**config.mk**
```make
export PLATFORM = sky130hd
export DESIGN_NAME = hazard_ctrl_unit_flat
export DESIGN_NICKNAME = d
export VERILOG_FILES = /design/src/rtl/hazard_pkg.sv /design/src/rtl/hazard_ctrl_unit_if.sv /design/src/rtl/hazard_seq_counter.sv /design/src/rtl/hazard_ctrl_unit.sv /design/src/flat_wrapper.sv
export SDC_FILE = /design/constraint.sdc
export NUM_CORES = 1
export LEC_CHECK = 0
export ABC_AREA = 1
export BUFFER_PORTS_ARGS = -buffer_cell sky130_fd_sc_hd__buf_2
export CAP_MARGIN = 20
export CORE_UTILIZATION = 30
export CTS_CLUSTER_DIAMETER = 30
export DETAILED_ROUTE_END_ITERATION = 7
export GPL_ROUTABILITY_DRIVEN = 0
export RECOVER_POWER = 100
export SYNTH_ARGS = -nofsm -noshare
export SYNTH_HDL_FRONTEND = slang
export SYNTH_SLANG_ARGS = --single-unit
```
**constraint.sdc**
```tcl
create_clock -name i_clk -period 1.45 [get_ports i_clk]
set_input_delay 0.29 -clock i_clk [delete_from_list [all_inputs] [get_ports i_clk]]
set_output_delay 0.29 -clock i_clk [all_outputs]
set_load 0.005 [all_outputs]
```
**src/rtl/hazard_pkg.sv**
```systemverilog
// Shared types for the hazard controller: fetch PC-source select, FSM states
// and the sizing helper for the sequence down-counter.
package hazard_pkg;

  typedef enum logic [1:0] {
    PC_SEQ    = 2'd0,
    PC_BRANCH = 2'd1,
    PC_POP    = 2'd2,
    PC_INT    = 2'd3
  } pc_sel_e;

  typedef enum logic [1:0] {
    ST_IDLE = 2'd0,
    ST_CALL = 2'd1,
    ST_RET  = 2'd2,
    ST_INT  = 2'd3
  } hz_state_e;

  function automatic int cnt_width(input int a, input int b, input int c);
    int m;
    m = a;
    if (b > m) m = b;
    if (c > m) m = c;
    return $clog2(m) + 1;
  endfunction

endpackage

```
**src/rtl/hazard_ctrl_unit_if.sv**
```systemverilog
// Pipeline-side event inputs and stall/flush/redirect outputs of the hazard
// controller; slave is the controller, master is the pipeline.
interface hazard_ctrl_unit_if #(
  parameter int REG_W = 3
);
  import hazard_pkg::*;

  logic             i_branch_taken;
  logic             i_push_pc;
  logic             i_pop_pc;
  logic             i_em_mem_read;
  logic [REG_W-1:0] i_em_rd;
  logic [REG_W-1:0] i_d_rs1;
  logic [REG_W-1:0] i_d_rs2;
  logic             i_d_rs1_used;
  logic             i_d_rs2_used;
  logic             i_int_req;
  logic             o_stall_f_d;
  logic             o_stall_d_em;
  logic             o_flush_f_d;
  logic             o_flush_d_em;
  pc_sel_e          o_pc_sel;
  logic             o_int_ack;
  logic             o_busy;

  modport master (
    output i_branch_taken, i_push_pc, i_pop_pc, i_em_mem_read, i_em_rd,
           i_d_rs1, i_d_rs2, i_d_rs1_used, i_d_rs2_used, i_int_req,
    input  o_stall_f_d, o_stall_d_em, o_flush_f_d, o_flush_d_em,
           o_pc_sel, o_int_ack, o_busy
  );

  modport slave (
    input  i_branch_taken, i_push_pc, i_pop_pc, i_em_mem_read, i_em_rd,
           i_d_rs1, i_d_rs2, i_d_rs1_used, i_d_rs2_used, i_int_req,
    output o_stall_f_d, o_stall_d_em, o_flush_f_d, o_flush_d_em,
           o_pc_sel, o_int_ack, o_busy
  );

endinterface

```
**src/rtl/hazard_seq_counter.sv**
```systemverilog
// Loadable down-counter with zero flag; load has priority over decrement.
module hazard_seq_counter #(
  parameter int WIDTH = 2
) (
  input  logic             i_clk,
  input  logic             i_rst_n,
  input  logic             i_load,
  input  logic [WIDTH-1:0] i_load_val,
  input  logic             i_dec,
  output logic             o_zero
);

  logic [WIDTH-1:0] cnt_q;
  logic [WIDTH-1:0] cnt_d;

  always_comb begin
    cnt_d = cnt_q;
    if (i_load) begin
      cnt_d = i_load_val;
    end else if (i_dec && (cnt_q != '0)) begin
      cnt_d = cnt_q - WIDTH'(1);
    end
  end

  always_ff @(posedge i_clk) begin
    if (!i_rst_n) begin
      cnt_q <= '0;
    end else begin
      cnt_q <= cnt_d;
    end
  end

  assign o_zero = (cnt_q == '0);

endmodule

```
**src/rtl/hazard_ctrl_unit.sv**
```systemverilog
// Hazard controller for the F/D/EM core: multi-cycle CALL/RET, branch redirect,
// load-use bubbles; interrupt entry only when HAZARD_CTRL_INT_EN is defined.
module hazard_ctrl_unit
  import hazard_pkg::*;
#(
  parameter int REG_W       = 3,
  parameter int CALL_CYCLES = 2,
  parameter int RET_CYCLES  = 2,
  parameter int INT_CYCLES  = 3
) (
  input logic                i_clk,
  input logic                i_rst_n,
  hazard_ctrl_unit_if.slave  hz
);

  localparam int CNT_W = cnt_width(CALL_CYCLES, RET_CYCLES, INT_CYCLES);
  // A sequence of N cycles spends its first cycle in IDLE, so load N-2.
  localparam logic [CNT_W-1:0] CALL_LD = CNT_W'((CALL_CYCLES > 1) ? CALL_CYCLES - 2 : 0);
  localparam logic [CNT_W-1:0] RET_LD  = CNT_W'((RET_CYCLES > 1) ? RET_CYCLES - 2 : 0);
`ifdef HAZARD_CTRL_INT_EN
  localparam logic [CNT_W-1:0] INT_LD  = CNT_W'((INT_CYCLES > 1) ? INT_CYCLES - 2 : 0);
`else
  logic unused_int_req;
  assign unused_int_req = hz.i_int_req;
`endif

  hz_state_e        state_q, state_d;
  logic             busy_q, busy_d;
  logic             cnt_load, cnt_dec, cnt_zero;
  logic [CNT_W-1:0] cnt_ld_val;
  logic             load_use;
  logic             stall_f_d, stall_d_em, flush_f_d, flush_d_em, int_ack;
  pc_sel_e          pc_sel;

  assign load_use = hz.i_em_mem_read &&
                    ((hz.i_d_rs1_used && (hz.i_em_rd == hz.i_d_rs1)) ||
                     (hz.i_d_rs2_used && (hz.i_em_rd == hz.i_d_rs2)));

  always_comb begin
    state_d    = state_q;
    cnt_load   = 1'b0;
    cnt_ld_val = '0;
    cnt_dec    = 1'b0;
    stall_f_d  = 1'b0;
    stall_d_em = 1'b0;
    flush_f_d  = 1'b0;
    flush_d_em = 1'b0;
    pc_sel     = PC_SEQ;
    int_ack    = 1'b0;
    unique case (state_q)
      ST_IDLE: begin
        if (hz.i_push_pc) begin
          if (CALL_CYCLES == 1) begin
            if (hz.i_branch_taken) begin
              flush_f_d  = 1'b1;
              flush_d_em = 1'b1;
              pc_sel     = PC_BRANCH;
            end
          end else begin
            cnt_load   = 1'b1;
            cnt_ld_val = CALL_LD;
            state_d    = ST_CALL;
            stall_f_d  = 1'b1;
            stall_d_em = 1'b1;
          end
        end else if (hz.i_pop_pc) begin
          if (RET_CYCLES == 1) begin
            flush_f_d  = 1'b1;
            flush_d_em = 1'b1;
            pc_sel     = PC_POP;
          end else begin
            cnt_load   = 1'b1;
            cnt_ld_val = RET_LD;
            state_d    = ST_RET;
            stall_f_d  = 1'b1;
            stall_d_em = 1'b1;
          end
        end else if (hz.i_branch_taken) begin
          flush_f_d  = 1'b1;
          flush_d_em = 1'b1;
          pc_sel     = PC_BRANCH;
        end else if (load_use) begin
          stall_f_d  = 1'b1;
          flush_d_em = 1'b1;
        end
`ifdef HAZARD_CTRL_INT_EN
        else if (hz.i_int_req) begin
          if (INT_CYCLES == 1) begin
            flush_f_d  = 1'b1;
            flush_d_em = 1'b1;
            pc_sel     = PC_INT;
            int_ack    = 1'b1;
          end else begin
            cnt_load   = 1'b1;
            cnt_ld_val = INT_LD;
            state_d    = ST_INT;
            stall_f_d  = 1'b1;
            stall_d_em = 1'b1;
          end
        end
`endif
      end
      ST_CALL: begin
        if (!cnt_zero) begin
          stall_f_d  = 1'b1;
          stall_d_em = 1'b1;
          cnt_dec    = 1'b1;
        end else begin
          state_d = ST_IDLE;
          if (hz.i_branch_taken) begin
            flush_f_d  = 1'b1;
            flush_d_em = 1'b1;
            pc_sel     = PC_BRANCH;
          end
        end
      end
      ST_RET: begin
        if (!cnt_zero) begin
          stall_f_d  = 1'b1;
          stall_d_em = 1'b1;
          cnt_dec    = 1'b1;
        end else begin
          state_d    = ST_IDLE;
          flush_f_d  = 1'b1;
          flush_d_em = 1'b1;
          pc_sel     = PC_POP;
        end
      end
`ifdef HAZARD_CTRL_INT_EN
      ST_INT: begin
        if (!cnt_zero) begin
          stall_f_d  = 1'b1;
          stall_d_em = 1'b1;
          cnt_dec    = 1'b1;
        end else begin
          state_d    = ST_IDLE;
          flush_f_d  = 1'b1;
          flush_d_em = 1'b1;
          pc_sel     = PC_INT;
          int_ack    = 1'b1;
        end
      end
`endif
      default: state_d = ST_IDLE;
    endcase
    // Reset aborts any sequence: both registers are cleared and nothing redirects.
    if (!i_rst_n) begin
      state_d    = ST_IDLE;
      cnt_load   = 1'b0;
      cnt_dec    = 1'b0;
      stall_f_d  = 1'b0;
      stall_d_em = 1'b0;
      flush_f_d  = 1'b1;
      flush_d_em = 1'b1;
      pc_sel     = PC_SEQ;
      int_ack    = 1'b0;
    end
    busy_d = (state_d != ST_IDLE);
  end

  always_ff @(posedge i_clk) begin
    if (!i_rst_n) begin
      state_q <= ST_IDLE;
      busy_q  <= 1'b0;
    end else begin
      state_q <= state_d;
      busy_q  <= busy_d;
    end
  end

  hazard_seq_counter #(.WIDTH(CNT_W)) u_cnt (
    .i_clk      (i_clk),
    .i_rst_n    (i_rst_n),
    .i_load     (cnt_load),
    .i_load_val (cnt_ld_val),
    .i_dec      (cnt_dec),
    .o_zero     (cnt_zero)
  );

  assign hz.o_stall_f_d  = stall_f_d;
  assign hz.o_stall_d_em = stall_d_em;
  assign hz.o_flush_f_d  = flush_f_d;
  assign hz.o_flush_d_em = flush_d_em;
  assign hz.o_pc_sel     = pc_sel;
  assign hz.o_int_ack    = int_ack;
  assign hz.o_busy       = busy_q;

endmodule

```
**src/flat_wrapper.sv**
```systemverilog
// flat-port wrapper written by rule: the top's interface ports become plain ports
module hazard_ctrl_unit_flat import hazard_pkg::*;
#(
  parameter int REG_W       = 3,
  parameter int CALL_CYCLES = 2,
  parameter int RET_CYCLES  = 2,
  parameter int INT_CYCLES  = 3
)
  (i_clk, i_rst_n, hz_i_branch_taken, hz_i_push_pc, hz_i_pop_pc, hz_i_em_mem_read, hz_i_em_rd, hz_i_d_rs1, hz_i_d_rs2, hz_i_d_rs1_used, hz_i_d_rs2_used, hz_i_int_req, hz_o_stall_f_d, hz_o_stall_d_em, hz_o_flush_f_d, hz_o_flush_d_em, hz_o_pc_sel, hz_o_int_ack, hz_o_busy);
  hazard_ctrl_unit_if #(.REG_W(REG_W)) hz_i ();
  input logic i_clk;
  input logic i_rst_n;
  input wire logic [$bits(hz_i.i_branch_taken)-1:0] hz_i_branch_taken;
  input wire logic [$bits(hz_i.i_push_pc)-1:0] hz_i_push_pc;
  input wire logic [$bits(hz_i.i_pop_pc)-1:0] hz_i_pop_pc;
  input wire logic [$bits(hz_i.i_em_mem_read)-1:0] hz_i_em_mem_read;
  input wire logic [$bits(hz_i.i_em_rd)-1:0] hz_i_em_rd;
  input wire logic [$bits(hz_i.i_d_rs1)-1:0] hz_i_d_rs1;
  input wire logic [$bits(hz_i.i_d_rs2)-1:0] hz_i_d_rs2;
  input wire logic [$bits(hz_i.i_d_rs1_used)-1:0] hz_i_d_rs1_used;
  input wire logic [$bits(hz_i.i_d_rs2_used)-1:0] hz_i_d_rs2_used;
  input wire logic [$bits(hz_i.i_int_req)-1:0] hz_i_int_req;
  output wire logic [$bits(hz_i.o_stall_f_d)-1:0] hz_o_stall_f_d;
  output wire logic [$bits(hz_i.o_stall_d_em)-1:0] hz_o_stall_d_em;
  output wire logic [$bits(hz_i.o_flush_f_d)-1:0] hz_o_flush_f_d;
  output wire logic [$bits(hz_i.o_flush_d_em)-1:0] hz_o_flush_d_em;
  output wire logic [$bits(hz_i.o_pc_sel)-1:0] hz_o_pc_sel;
  output wire logic [$bits(hz_i.o_int_ack)-1:0] hz_o_int_ack;
  output wire logic [$bits(hz_i.o_busy)-1:0] hz_o_busy;
  assign hz_i.i_branch_taken = hz_i_branch_taken;
  assign hz_i.i_push_pc = hz_i_push_pc;
  assign hz_i.i_pop_pc = hz_i_pop_pc;
  assign hz_i.i_em_mem_read = hz_i_em_mem_read;
  assign hz_i.i_em_rd = hz_i_em_rd;
  assign hz_i.i_d_rs1 = hz_i_d_rs1;
  assign hz_i.i_d_rs2 = hz_i_d_rs2;
  assign hz_i.i_d_rs1_used = hz_i_d_rs1_used;
  assign hz_i.i_d_rs2_used = hz_i_d_rs2_used;
  assign hz_i.i_int_req = hz_i_int_req;
  assign hz_o_stall_f_d = hz_i.o_stall_f_d;
  assign hz_o_stall_d_em = hz_i.o_stall_d_em;
  assign hz_o_flush_f_d = hz_i.o_flush_f_d;
  assign hz_o_flush_d_em = hz_i.o_flush_d_em;
  assign hz_o_pc_sel = hz_i.o_pc_sel;
  assign hz_o_int_ack = hz_i.o_int_ack;
  assign hz_o_busy = hz_i.o_busy;
  hazard_ctrl_unit #(.REG_W(REG_W), .CALL_CYCLES(CALL_CYCLES), .RET_CYCLES(RET_CYCLES), .INT_CYCLES(INT_CYCLES)) u_core (.i_clk(i_clk), .i_rst_n(i_rst_n), .hz(hz_i));
endmodule
```
==> flow_metrics.py, run 1 <==
metrics = {
    "worst_setup_path": {
        "reg2regPathDepth": 8,
        "worstPathRequired_ps": 1160,
        "crit_chain": "inv_2, ha_4, inv_2, o21ai_2, inv_2, o21bai_4, nand2_1, buf_2",
        "cp.depth": 8,
        "crit_top_cell": "inv_2",
        "crit_path_start_kind": "flop",
        "cp-end-kind": "output port",
        "worstPathBufferInverterCount": 4,
        "crit_slowest_cell": "dfxtp_2",
        "slowest_delay_ps": 320,
        "cp_top_family": "flip-flops",
        "crit_type": "reg -> out",
        "reg2reg_slack_ps": 70,
        "path_max_fanout": 2,
        "worst_ep_arrival_time_ps": 1390,
    },
    "floorplanning": {
        "io_pins": 26,
        "start_util_pct": 32.9,
        "die_w_um": 46.2,
        "fp.dieH_um": 46.2,
        "die-area_um2": 2140,
        "coreArea_um2": 1780,
        "row_count": 15,
    },
    "yosys": {
        "ys_seq_area_share_pct": 20.5,
        "synthesis.area_um2": 587,
        "synth_area_leaders": "dfxtp_1 (20%), nand2_1 (18%), inv_1 (15%)",
        "synth-seq-cells": 6,
        "synth_top_area_cell": "dfxtp_1",
        "synth_warnings": 0,
        "syn_nets": 126,
        "synth_top_area_share_pct": 20.5,
        "syn-mean-instance-area_um2": 5.75,
        "synth_cell_types": 19,
        "syn-instance-count": 102,
    },
    "route": {
        "drt_first_pass_iters": 4,
        "antenna_left": 0,
        "drc": 0,
        "wl_per_cell_um": 9.65,
        "viasPerCell": 4.39,
        "vias": 728,
        "routed_wl_um": 1600,
        "drt_iter0_markers": 11,
    },
    "timing": {
        "hold_viol": 0,
        "skew_ps": 0.183,
        "tns_ps": -1270,
        "finalSetupViolCount": 6,
        "fin_crit_ps": 1680,
        "clock.fmax_mhz": 594,
        "setup_ws_ps": -234,
        "fin_crit_sh_pct": 116,
        "finalMaxSlewViolations": 0,
        "rsz0062_at_grt": "yes",
    },
    "cts": {
        "htree_levels": 1,
        "ctsHoldBuffers": 0,
        "path_clk_slew_ps": 40,
        "insertion_delay_ps": 240,
        "cts_tree": "yes",
        "clockRootBuffer": "clkbuf_4",
        "cts_buffers": 3,
        "cts_buffer_depth": 2,
        "clkSinkCount": 6,
    },
    "global_routing": {
        "grt_pass1_vias": 591,
        "grt_pass1_wl_um": 2190,
        "overflow": 0,
        "grt_usage_pct": 14.6,
        "antenna_found_initial": 0,
        "grt_max_degree": 5,
    },
    "min_path": {
        "whs_path_depth": 4,
        "hold_path_class": "in -> reg",
    },
    "layout": {
        "syn_to_final_growth_pct": 71.9,
        "fin_nets": 167,
        "drive_gt1_share_pct": 51.1,
        "finalInstanceArea_um2": 1010,
        "n_antenna_cell": 0,
    },
    "outcome": {
        "violations": "negative setup slack",
        "outcome": "complete, but fails checks",
    },
    "power": {
        "max-vdd-ir-drop_uv": 360,
        "p_leak_nw": 0.521,
        "p_per_area_nw_per_um2": 530,
    },
    "place": {
        "placed_cell_area_um2": 808,
        "hpwl_um": 1170,
        "port_buffers": 23,
        "post-place-ws_ps": -119,
    },
    "job": {
        "cap_violations": 0,
    },
}
## where the power goes
part           internal [mW]  total (mW)  switching [mW]
clock                 0.0933       0.149          0.0556
sequential             0.173       0.176         0.00344
combinational          0.101       0.210           0.109
total                  0.367       0.535           0.168
## logic make-up after synthesis
| kind of cell | count (synthesis) | share of synthesized area (%) |
|---|---|---|
| AO/OA/AOI/OAI | 14 | 14.9 |
| other | 1 | 0.639 |
| adder cells (fa/ha/maj) | 6 | 12.8 |
| buffers and inverters | 26 | 17.3 |
| flip-flops | 6 | 20.5 |
| AND/OR/NAND/NOR | 49 | 33.9 |
## cell usage after synthesis
cell,count
a21oi_1,5
a21oi_2,2
buf_4,1
conb_1,1
dfxtp_1,6
ha_1,6
inv_1,24
inv_2,1
nand2_1,28
nand3_1,5
nand4_1,1
nor2_1,12
nor2_2,1
nor3_1,1
nor4_1,1
o21ai_0,4
o21ai_1,1
o21ai_2,1
o21bai_2,1
## flip-flops by register name, summed over array words and instances, names as in the netlist
name,cells
u_core.u_cnt.cnt_q,3
u_core.hz.o_busy,1
u_core.state_q,2
## layer usage
metal	vias up	share of wire (%)	track usage (%)
met5	-	0	0
met4	0	2.1	8.82
met3	4	4.4	2.75
met2	22	52	27.9
met1	317	42	14.1
li1	385	-	-
## cell type report
cell class / instances / area [um2]
Sequential cell: 6 / 125
Inverter: 25 / 101
Timing Repair Buffer: 37 / 226
Tap cell: 25 / 31.3
Fill cell: 178 / 774
Clock buffer: 3 / 22.5
Multi-Input combinational cell: 70 / 502
## per-stage QoR
stage / util (%) / cells / hold WS [ps] / total power, mW
4_1_cts: 53.5 / 164 / 459 / 0.533
3_3_place_gp: 45.3 / 160 / 459 / 0.335
6_report: 56.6 / 166 / 455 / 0.535
3_5_place_dp: 45.3 / 160 / 481 / 0.337
2_1_floorplan: - / 102 / 442 / 0.260
5_1_grt: 56.6 / 166 / 451 / 0.582
## path summary, 6_finish.rpt
kind                           end             startpoint
max                 hz_o_stall_f_d  u_core.u_cnt.cnt_q[1]
min               u_core.hz.o_busy                i_rst_n
max reg2reg  u_core.u_cnt.cnt_q[2]      u_core.state_q[1]
min reg2reg  u_core.u_cnt.cnt_q[0]  u_core.u_cnt.cnt_q[0]
## worst reg2reg max path, cell delays in order (launching register included)
cell	delay (ps)
dfxtp_2	340
inv_4	50
ha_4	250
o21ai_2	60
buf_4	130
buf_4	140
nor2_4	100
nand3_1	100
a21oi_2	130
## timing repair
item,CTS,global route
endpoints found under the setup margin,6,6
pin swaps,8,7
buffers inserted,1,2
hold endpoints to repair,0,0
gates resized for setup,34,11
## layout by cell type (no fill, tap or decap), types with 3 or more instances in the layout
cell / count
buf_4: 12
nor2_1: 9
buf_2: 22
ha_4: 5
a21oi_2: 4
dfxtp_2: 4
clkbuf_4: 3
inv_2: 5
nand2_1: 26
inv_1: 17
inv_4: 3
nand3_1: 3
o21ai_1: 3
No activity file was read; power rests on OpenSTA's default activity.
==> run 2, diff against run 1 <==
--- a/config.mk
+++ b/config.mk
@@ -5,7 +5,6 @@
 export SDC_FILE = /design/constraint.sdc
 export NUM_CORES = 1
 export LEC_CHECK = 0
-export ABC_AREA = 1
 export BUFFER_PORTS_ARGS = -buffer_cell sky130_fd_sc_hd__buf_2
 export CAP_MARGIN = 20
 export CORE_UTILIZATION = 30
==> run 2 against run 1 <==
Against the previous run:
- critical endpoint is now hz_o_flush_d_em
- the flow still finishes with violations (negative setup slack)
- clock power about the same
- flip-flop and latch count unchanged
- synthesized cell count shrank 40%
- global-route usage shrank 0.77 points
- critical path depth down 1
- largest power group unchanged
- synthesized area shrank 13%
- via count fell by 29%
- hold slack got worse by 89 ps
- non-clock buffer count fell by 2
- first-iteration DRC count shrank 55%
==> flow_metrics.py, run 2 <==
metrics = {
    "layout": {
        "multi_input_comb_area_um2": 467,
        "max_flop_register": "u_core.u_cnt.cnt_q",
        "fillers": 140,
        "utilization_pct": 57.1,
        "seq_area_um2": 130,
        "fin_nets": 124,
        "largest_reg_flops": 3,
        "fin_cells": 114,
        "n_antenna_cell": 0,
        "final_cell_mix": "buf_2 (23), buf_4 (10), xnor2_1 (7)",
        "syn_to_final_growth_pct": 73.2,
        "drive_gt1_share_pct": 63.3,
        "final_common_cell": "buf_2",
    },
    "timing": {
        "finalSetupViolCount": 6,
        "skew_ps": 6.64,
        "fin_crit_ps": 1810,
        "clock.fmax_mhz": 554,
        "rsz0062_at_grt": "yes",
        "hold_viol": 0,
        "fin_crit_sh_pct": 125,
        "finalMaxSlewViolations": 0,
        "setup_ws_ps": -356,
        "hold_ws_ps": 366,
    },
    "yosys": {
        "async_flop_share_pct": 0,
        "ys_seq_area_share_pct": 23.6,
        "syn_nets": 85,
        "synth_top_area_share_pct": 23.6,
        "yosysMostFrequentCell": "xnor2_1",
        "synthTopCellsByCount": "xnor2_1 (7), dfxtp_1 (6), ha_1 (6), inv_1 (6)",
        "synth-seq-cells": 6,
        "synth_top_area_cell": "dfxtp_1",
        "synthesis.area_um2": 508,
        "synth_edf_count": 0,
        "synth_cell_types": 28,
        "syn-instance-count": 61,
        "synth_area_leaders": "dfxtp_1 (24%), ha_1 (15%), xnor2_1 (12%)",
        "synth_warnings": 0,
        "ys.flop_type": "dfxtp_1",
        "syn-mean-instance-area_um2": 8.33,
    },
    "route": {
        "wl_per_cell_um": 10.0,
        "vias": 517,
        "drt_iter0_markers": 5,
        "routed_wl_um": 1140,
        "drt_first_pass_iters": 4,
        "drc": 0,
        "viasPerCell": 4.54,
        "antenna_left": 0,
    },
    "cts": {
        "cts_buffers": 3,
        "cts_buffer_depth": 2,
        "insertion_delay_ps": 240,
        "path_clk_slew_ps": 40,
        "ctsHoldBuffers": 0,
        "clockRootBuffer": "clkbuf_4",
        "htree_levels": 1,
        "clkSinkCount": 6,
        "cts_tree": "yes",
    },
    "power": {
        "power_frac_seq_pct": 35.3,
        "p_int_mw": 0.372,
        "switching_power_mw": 0.141,
        "switching_share_pct": 27.5,
        "totalPowerFinal_mw": 0.514,
        "power_frac_clock_pct": 28.8,
        "max-vdd-ir-drop_uv": 393,
        "p_per_area_nw_per_um2": 584,
        "combPwrFrac_pct": 35.9,
        "p_leak_nw": 0.395,
    },
    "global_routing": {
        "grt_usage_pct": 13.8,
        "overflow": 0,
        "antenna_found_initial": 0,
        "grt_max_degree": 6,
        "grt_pass1_wl_um": 1950,
        "grt_pass1_vias": 488,
    },
    "worst_setup_path": {
        "crit_type": "reg -> out",
        "path_max_fanout": 4,
        "worstPathRequired_ps": 1160,
        "worst_ep_arrival_time_ps": 1520,
        "cp-end-kind": "output port",
        "crit_path_start_kind": "flop",
    },
    "place": {
        "port_buffers": 23,
        "post-place-ws_ps": -174,
        "placed_cells": 107,
        "hpwl_um": 965,
    },
    "floorplanning": {
        "coreArea_um2": 1540,
        "fp.dieH_um": 43.2,
        "io_pins": 26,
        "die-area_um2": 1860,
        "row_count": 14,
        "die_w_um": 43.2,
        "start_util_pct": 33.0,
    },
    "min_path": {
        "hold_path_class": "in -> reg",
    },
    "job": {
        "cap_violations": 0,
    },
    "outcome": {
        "outcome": "complete, but fails checks",
        "violations": "negative setup slack",
    },
}
-- run 2: worst max-delay path: stages, from the launching register on --
cell and delay [ps]:
dfxtp_4 380, inv_4 50, ha_4 150, nor4bb_4 140, o21ai_2 170, nand3_2 80
a31o_1 190, buf_2 120
-- run 2: layer usage --
metal / part of all wire, % / track usage, % / routed length (um) / vias to the layer above
met2: 47 / 21.8 / 534 / 12
met5: 0 / 0 / 0 / -
met1: 48 / 17.8 / 552 / 223
li1: - / - / - / 280
met4: 0.87 / 7.88 / 10 / 0
met3: 4.0 / 1.70 / 46 / 2
-- run 2: final timing paths --
| kind | slack, ps | start | cells after the start | end |
|---|---|---|---|---|
| min reg2reg | 600 | u_core.u_cnt.cnt_q[0] | 3 | u_core.u_cnt.cnt_q[1] |
| min | 370 | hz_i_push_pc | 3 | u_core.state_q[0] |
| max reg2reg | 70 | u_core.state_q[0] | 7 | u_core.hz.o_busy |
| max | -360 | u_core.state_q[1] | 7 | hz_o_flush_d_em |
-- run 2: cell type report --
type | count | share of cell area (%)
Multi-Input combinational cell | 48 | 53.1
Tap cell | 16 | 2.28
Timing Repair Buffer | 35 | 24.2
Clock buffer | 3 | 2.56
Sequential cell | 6 | 14.8
Inverter | 6 | 3.13
-- run 2: kinds of logic (layout without fill, tap and decap cells) --
family | after synthesis | count (layout) | synth area share, %
simple gates | 22 | 22 | 27.1
compound gates | 11 | 11 | 14.0
xor+xnor | 8 | 8 | 13.8
buf+inv | 7 | 44 | 5.91
fa+ha+maj | 6 | 6 | 14.8
flops | 6 | 6 | 23.6
other cells | 1 | 1 | 0.738
-- run 2: through the flow --
| stage | setup TNS (ps) | cell area, um2 |
|---|---|---|
| floorplan | 0 | 558 |
| global placement | -150 | 746 |
| detailed placement | -415 | 746 |
| CTS | -1750 | 826 |
| global route | -1900 | 880 |
| finish | -1450 | 880 |
-- run 2: what timing repair did --
action                                  4_1_cts  5_1_grt
endpoints found under the setup margin        6        8
pin swaps                                     3        7
resized for setup                             8       10
setup buffers                                 2        2
-- run 2: power groups by stage --
stage,clock network [mW],registers [mW],logic (mW)
global route,0.161,0.182,0.207
CTS,0.155,0.180,0.172
detailed placement,0,0.182,0.155
floorplan,0,0.182,0.0841
global placement,0,0.182,0.152
finish,0.148,0.181,0.184
==> run 3, diff against run 2 <==
==> constraint.sdc (replaced) <==
create_clock -name i_clk -period 1.45 [get_ports i_clk]
set_input_delay 0.145 -clock i_clk [delete_from_list [all_inputs] [get_ports i_clk]]
set_output_delay 0.145 -clock i_clk [all_outputs]
set_load 0.005 [all_outputs]
==> run 3 against run 2 <==
Against the previous run:
- the run still ends with negative setup slack left
- critical path type unchanged
- flip-flop and latch count unchanged
- worst setup slack improved by 87 ps
- largest power group unchanged
- clock power about the same
- die area unchanged
- total power increased by 2.4%
==> flow_metrics.py, run 3 (synthesis gave the netlist of run 2 again) <==
metrics = {
    "power": {
        "p_per_area_nw_per_um2": 579,
        "totalPowerFinal_mw": 0.526,
        "max-vdd-ir-drop_uv": 400,
        "p_leak_nw": 0.407,
    },
    "route": {
        "wl_per_cell_um": 12.6,
        "vias": 570,
        "drt_iter0_markers": 6,
        "drt_first_pass_iters": 4,
        "drc": 0,
        "routed_wl_um": 1470,
        "viasPerCell": 4.87,
        "antenna_left": 0,
    },
    "layout": {
        "fin_cells": 117,
        "largest_reg_flops": 3,
        "max_flop_register": "u_core.u_cnt.cnt_q",
        "n_antenna_cell": 0,
        "final_cell_mix": "buf_2 (23), buf_4 (10), xnor2_1 (7)",
        "drive_gt1_share_pct": 65.3,
        "final_common_cell": "buf_2",
        "syn_to_final_growth_pct": 78.8,
        "fin_nets": 127,
    },
    "timing": {
        "finalSetupViolCount": 5,
        "tns_ps": -1050,
        "finalMaxSlewViolations": 0,
        "clock.fmax_mhz": 582,
        "fin_crit_sh_pct": 119,
        "hold_viol": 0,
        "skew_ps": 7.35,
        "fin_crit_ps": 1720,
        "setup_ws_ps": -269,
        "rsz0062_at_grt": "yes",
    },
    "floorplanning": {
        "die_w_um": 43.2,
        "row_count": 14,
        "io_pins": 26,
        "die-area_um2": 1860,
        "fp.dieH_um": 43.2,
        "start_util_pct": 33.0,
        "coreArea_um2": 1540,
    },
    "cts": {
        "path_clk_slew_ps": 40,
        "insertion_delay_ps": 240,
        "clockRootBuffer": "clkbuf_4",
        "htree_levels": 1,
        "cts_buffers": 3,
        "clkSinkCount": 6,
        "cts_buffer_depth": 2,
        "cts_tree": "yes",
    },
    "global_routing": {
        "antenna_found_initial": 0,
        "grt_max_degree": 6,
        "grt_pass1_vias": 505,
        "grt_usage_pct": 14.3,
        "overflow": 0,
        "grt_pass1_wl_um": 2050,
    },
    "min_path": {
        "hold_path_class": "in -> reg",
    },
    "place": {
        "post-place-ws_ps": -118,
        "placed_cells": 112,
        "hpwl_um": 1030,
        "port_buffers": 23,
    },
    "outcome": {
        "outcome": "complete, but fails checks",
        "violations": "negative setup slack",
    },
    "worst_setup_path": {
        "path_max_fanout": 4,
        "worstPathRequired_ps": 1310,
        "cp-end-kind": "output port",
        "crit_type": "reg -> out",
        "crit_path_start_kind": "flop",
        "worst_ep_arrival_time_ps": 1570,
    },
    "job": {
        "cap_violations": 0,
    },
}
[run 3: changes by cell type in the layout (fill, tap and decap cells not counted), sizes merged]
cell    change
buf         +2
clkbuf      +1
[run 3: area by class of cell]
cell class	instances	area, um2
repair buffers	38	240
well taps	16	20.0
inverters	6	25.0
fillers	142	633
clock buffers	3	22.5
multi-input cells	48	472
flip-flops and latches	6	129
[run 3: final timing paths]
| check | start | endpoint | slack [ps] | cells after the start |
|---|---|---|---|---|
| hold / removal | hz_i_push_pc | u_core.state_q[0] | 240 | 3 |
| hold reg to reg | u_core.u_cnt.cnt_q[1] | u_core.u_cnt.cnt_q[1] | 580 | 2 |
| setup / recovery | u_core.state_q[0] | hz_o_flush_f_d | -270 | 7 |
| setup reg to reg | u_core.u_cnt.cnt_q[0] | u_core.u_cnt.cnt_q[1] | 30 | 8 |
[run 3: timing repair]
item                       in CTS  in global routing
buffers inserted                1                  1
pin swaps                       3                  6
gates resized for setup        18                 18
setup endpoints to repair       7                  9
hold buffers                    0                  0
[run 3: per-stage QoR]
step / util, % / hold WS [ps] / instance area [um2]
after floorplan: - / 304 / 508
after global placement: 47.6 / 451 / 733
after detailed placement: 47.6 / 472 / 733
after CTS: 53.5 / 226 / 825
after global routing: 58.9 / 249 / 908
final: 58.9 / 243 / 908
[run 3: layer usage]
| metal | part of all wire, % | global-route usage, % | routed length [um] | vias to the layer above |
|---|---|---|---|---|
| li1 | - | - | - | 288 |
| met4 | 0 | 3.64 | 0 | 0 |
| met2 | 55 | 25.7 | 802 | 14 |
| met5 | 0 | 0 | 0 | - |
| met1 | 42 | 17.2 | 623 | 268 |
| met3 | 2.9 | 2.55 | 43 | 0 |
[run 3: where the power goes]
group	total, mW	internal, mW	switching (mW)
clock	0.150	0.0934	0.0563
combinational	0.197	0.112	0.0851
sequential	0.180	0.172	0.00791
[run 3: critical path, cell delays in order, from the launching register on]
cell     delay, ps
dfxtp_4        360
inv_2           80
buf_4          130
ha_4           120
or3b_4         370
nand3_2         80
buf_4          110
buf_2          100
